**config.mk**
```make
export PLATFORM = sky130hd
export DESIGN_NAME = ram_arbiter
export DESIGN_NICKNAME = d
export VERILOG_FILES = /design/src/rtl/ram_arbiter.sv
export SDC_FILE = /design/constraint.sdc
export NUM_CORES = 1
export LEC_CHECK = 0
export ABC_AREA = 1
export CAP_MARGIN = 10
export CORE_UTILIZATION = 28
export CTS_CLUSTER_SIZE = 12
export DETAILED_ROUTE_END_ITERATION = 7
export PLACE_DENSITY = 0.83
export SLEW_MARGIN = 20
export SYNTH_ARGS = -nofsm -noshare
export SYNTH_HDL_FRONTEND = slang
export SYNTH_SLANG_ARGS = --single-unit
```
**constraint.sdc**
```tcl
create_clock -name clk -period 2.3 [get_ports clk]
set_clock_uncertainty 0.1 [all_clocks]
set_input_delay 0.46 -clock clk [delete_from_list [all_inputs] [get_ports clk]]
set_output_delay 0.46 -clock clk [all_outputs]
set_load 0.02 [all_outputs]
```
**src/rtl/ram_arbiter.sv**
```systemverilog
// ram_arbiter: shares a single-port result RAM between locked write-back bursts and single-word reads,
// alternating round-robin between complete transactions.
module ram_arbiter #(
  parameter int AW = 8,
  parameter int DW = 32,
  parameter int BURST = 4
) (
  input  logic                       clk,
  input  logic                       rst,
  input  logic                       wb_req,
  input  logic [AW-1:0]              wb_base,
  input  logic [DW-1:0]              wb_data,
  output logic                       wb_gnt,
  output logic [$clog2(BURST)-1:0]   wb_beat,
  output logic                       wb_done,
  input  logic                       rd_req,
  input  logic [AW-1:0]              rd_addr,
  output logic                       rd_gnt,
  output logic                       rd_valid,
  output logic [DW-1:0]              rd_data,
  output logic                       ram_csn,
  output logic                       ram_wen,
  output logic [AW-1:0]              ram_addr,
  output logic [DW-1:0]              ram_wdata,
  input  logic [DW-1:0]              ram_rdata
);
  localparam int BW = $clog2(BURST);
  localparam logic [BW-1:0] LAST = BW'(BURST - 1);
  typedef enum logic {IDLE, WB} state_t;
  state_t r_state, w_next;
  logic [BW-1:0] r_beat;
  logic [AW-1:0] r_base;
  logic r_last_wb, r_rd_valid, w_wb_win, w_rd_win, w_burst;
  // Grants are gated by rst so a request held through reset never reaches the RAM.
  always_comb begin
    w_burst = r_state == WB;
    w_wb_win = rst && !w_burst && wb_req && (!rd_req || !r_last_wb);
    w_rd_win = rst && !w_burst && rd_req && !w_wb_win;
    wb_done = w_burst && r_beat == LAST;
    wb_gnt = w_wb_win || w_burst;
    rd_gnt = w_rd_win;
    w_next = wb_done ? IDLE : w_wb_win ? WB : r_state;
    ram_csn = !(wb_gnt || rd_gnt);
    ram_wen = !wb_gnt;
    ram_addr = w_burst ? r_base + AW'(r_beat) : w_wb_win ? wb_base : w_rd_win ? rd_addr : '0;
    ram_wdata = wb_gnt ? wb_data : '0;
  end
  assign wb_beat = r_beat;
  assign rd_valid = r_rd_valid;
  assign rd_data = ram_rdata;
  always_ff @(posedge clk or negedge rst) begin
    if (!rst) begin
      r_state <= IDLE;
      r_beat <= '0;
      r_base <= '0;
      r_last_wb <= 1'b0;
      r_rd_valid <= 1'b0;
    end else begin
      r_state <= w_next;
      r_rd_valid <= w_rd_win;
      r_beat <= wb_done ? '0 : w_wb_win ? BW'(1) : w_burst ? r_beat + 1'b1 : r_beat;
      if (w_wb_win) r_base <= wb_base;
      r_last_wb <= wb_done ? 1'b1 : w_rd_win ? 1'b0 : r_last_wb;
    end
  end
endmodule

```
---- Word-level counts from Yosys, hierarchy flattened ----
Cells that the tools add are included.
cells by class
  reduce and logical (&&, ||, !) cells .... 18
  mux-type cells .......................... 11
  $add $sub $neg .......................... 2
  equal/unequal tests ..................... 1
operators with widths
  operator             number
  $mux 32              1
  $mux 8               3
  $add 8x2->8          1
  $logic_and 1x1->1    6
  $logic_not 1->1      6
  $mux 2               3
  $mux 1               4
  $reduce_bool 2->1    2
  $logic_or 1x1->1     3
  $reduce_bool 3->1    1
  $add 2x1->2 const B  1
  $eq 2x2->1 const B   1
word-level totals
  logic and storage cells ................. 37
  input port bits ......................... 84
  register bits after elaboration ......... 13
  output and inout port bits .............. 80

---- Longest topological paths before layout ----
  depth after elaboration ................. 9
  gate-level depth with buffers ........... 9
  mapped depth without buffers ............ 9

---- Worst setup path before layout ----
Ideal clock, no wire load.
  path kind ............................... register to output
  start ................................... register r_beat[0] (netlist: wb_beat[0])
  end ..................................... output port ram_addr[4]
  stages on the path, launching flop included .. 10
  slack ................................... 32 ps
  data required time ...................... 1740 ps
  arrival time ............................ 1708 ps
  buffers on the path ..................... 0
  cells stage by stage .................... dfrtp_1 > ha_1 > inv_1 > fa_1 > nor2_1 > nand2_1 > nand2_1 > nand2_1 > nand2_1 > nand3_1
on the way
  word-level cells in the longest chain between the ends .. 2
RTL lines
  item                    line  RTL
  from (decl)             31    logic [BW-1:0] r_beat;
  from (signal assigned)  61    r_beat <= wb_done ? '0 : w_wb_win ? BW'(1) : w_burst ? r_beat + 1'b1 : r_beat;
  $add 8x2->8             45    ram_addr = w_burst ? r_base + AW'(r_beat) : w_wb_win ? wb_base : w_rd_win ? rd_addr : '0;
  $mux 8                  45
  to (decl)               23    output logic [AW-1:0] ram_addr,
No other way between the ends.

---- Worst setup path after layout ----
Same ends and word-level chain as after synthesis.

==> run summary <==
IO Port Bufs - 99
CTS tree - built
Tot Pwr - 2846 µW
fillers - 521
Reg-to-Reg Start - wb_beat[0]$_DFFE_PN0P_
Num CTS Buffers - 3
worst r2r path cells - 5
Tmin final - 2340 ps
HP Class - primary input to asynchronous set/reset pin
clock-pin slew on the worst setup and hold paths - 60 ps
Required @ worst endpoint - 1740 ps
WS Path Type - flip-flop to primary output
worst stage delay on the critical path - 360 ps
dpl hpwl - 3.549 mm
mapped cell area - 0.001491 mm²
Reg area - 325.3 µm²
GPL Wtd Cong - 0.8157
Die H - 74.99 µm
most used cell, CP - nand2_1
status - finished, violations left
DR WL/cell - 11.55 µm
reg2reg end - wb_beat[0]$_DFFE_PN0P_
final setup margin - -39.96 ps
power per cell area - 1123 mW/mm²
Leak - 0.001341 µW
Final Non-Filler Cells - 384
GRT overflow - 0
Max stage delay cell, worst path - fa_2
WL final - 4.435 mm
share of cells above drive strength 1 - 0.3662
multi-input logic area - 726.9 µm²
RSZ-0062 raised after global routing - yes
register area share after synthesis - 0.2181
Max IR drop VDD - 0.0004395 V
antenna-violating nets left - 0
worst slew pin tran - 242.7 ps
R2R Setup Slk - 820 ps
DRC viols - 0
CP Launch Point - wb_beat[0]$_DFFE_PN0P_
syn nets - 314
Ant. Diodes - 0
FP Rows - 26
clk_lat worst skew - 240 ps
initial drt markers - 67
DRT Pass-1 Iters - 4
Worst EP arrival - 1780 ps
final setup vio count - 1
Placeable Area - 0.005107 mm²
GRT Overall Usage - 0.1590
die area - 0.005623 mm²
Final Cycle Share - 1.017
clk sink count - 13
I/O pin total - 164
Die Width - 74.99 µm
f_max - 427.4 MHz
Via Count - 1563
Max-cap violations - 0
Final nets - 403
vias in the first global route - 1429
yosys warns - 0
initial core utilization - 0.2920
slew margin rel. - 0.8377
root buf cell - clkbuf_8
crit start category - flip-flop
drt via density - 4.070
Final Slew Violations - 0
failing checks - negative setup slack
initial antenna violation count - 0
#FFs+latches synth - 13
first-pass GRT wire length - 6.831 mm
P&R area growth vs syn - 69.88%
Place WS - -610.4 ps
Yosys cell types - 22
worst-path cell chain - ha_2 > inv_2 > fa_2 > nor2_4 > nand2_1 > nand2_1 > nand2_1 > nand2_1 > nand3_2 > buf_6
hold_buf cts - 0
largest net degree at the start of global routing - 14
CP max FO - 5
final hold viol count - 0
Mapped Cells - 226
Post-Route Utilization - 0.4961
CP Capture Type - primary output
Max H-tree Level - 1
placed cells - 376
syn avg cell area - 6.599 µm²
clock buffer depth - 2
-- critical path: cells and delay by family, from the launching register on --
family / cells / cell delay [ps]
and+or+nand+nor: 6 / 470
buffers and inverters: 2 / 170
adders and majority gates: 2 / 550
DFF: 1 / 350
-- synthesized netlist by cell type --
cell,instances,area share
a21oi_1,1,0.0034
buf_2,1,0.0034
buf_4,32,0.16
buf_6,4,0.030
dfrtp_1,13,0.22
fa_1,1,0.013
ha_1,3,0.025
inv_1,52,0.13
inv_2,1,0.0025
mux2_2,1,0.0075
nand2_1,45,0.11
nand2_2,3,0.013
nand3_1,19,0.064
nand3b_1,1,0.0050
nand4_1,1,0.0042
nor2_1,7,0.018
nor2_2,29,0.12
nor2_4,1,0.0075
nor2_8,2,0.027
o21ai_0,7,0.023
or2_1,1,0.0042
or2_2,1,0.0042
-- registers in the layout, summed over array words and instances, names as in the netlist --
| name | cells |
|---|---|
| rd_valid | 1 |
| r_base | 8 |
| r_state | 1 |
| r_last_wb | 1 |
| wb_beat | 2 |
-- power breakdown --
part           internal [µW]  switching [µW]  total, µW
registers                336            83.8        420
clock network            123            85.3        208
logic                   1020            1200       2220
-- per-layer routing --
metal / routed length, µm / vias to the layer above / track usage
li1: - / 806 / -
met1: 1862 / 696 / 0.1972
met2: 2283 / 55 / 0.2773
met3: 230 / 6 / 0.03481
met4: 58 / 0 / 0.04403
met5: 0 / - / 0
-- stage by stage --
stage	cell area (µm²)	setup TNS, ps	hold slack (ps)
CTS	2481	-40.11	239.1
finish	2534	-39.96	241.8
global placement	2465	-22710	356.0
global route	2534	-380.1	250.7
floorplan	1491	0	64.41
detailed placement	2465	-23450	363.1
-- final cells by class --
type / count / area share
sequential: 13 / 0.1284
inverter: 53 / 0.07852
clock buffer: 4 / 0.01778
tap: 70 / 0.03457
timing repair buffer: 121 / 0.4538
multi-input combinational: 123 / 0.2869
-- timing repair --
item                                    CTS  global route
pin swaps                                 5             2
endpoints found under the setup margin   44             7
buffers inserted                          4             0
gates resized for setup                 187            12
-- cell families after synthesis --
logic type / synth area share
compound gates: 0.02684
fa+ha+maj: 0.03859
simple gates: 0.3809
buf+inv: 0.3280
mux: 0.007550
flops: 0.2181
-- placed cells by master, fill, tap and decap left out, types with 3 or more instances in the layout --
master	Yosys	routed
clkdlybuf4s50_1	0	52
inv_1	52	51
nand2_1	45	44
buf_4	32	31
nor2_2	29	29
nand3_1	19	15
dfrtp_1	13	13
clkdlybuf4s15_2	0	12
buf_2	1	10
o21ai_0	7	7
nor2_1	7	6
buf_6	4	6
dlygate4sd2_1	0	5
buf_12	0	5
nand2_2	3	4
nand3_2	0	4
clkbuf_8	0	3
-- how the worst max path moves through the flow --
stage,to,cells after the start
after global placement,ram_wdata[8],8
after CTS,ram_addr[4],10
after floorplan,ram_addr[4],9
after global routing,ram_addr[4],10
after detailed placement,ram_wdata[13],8
final,ram_addr[4],10
Power figures use the tool's default switching activity.
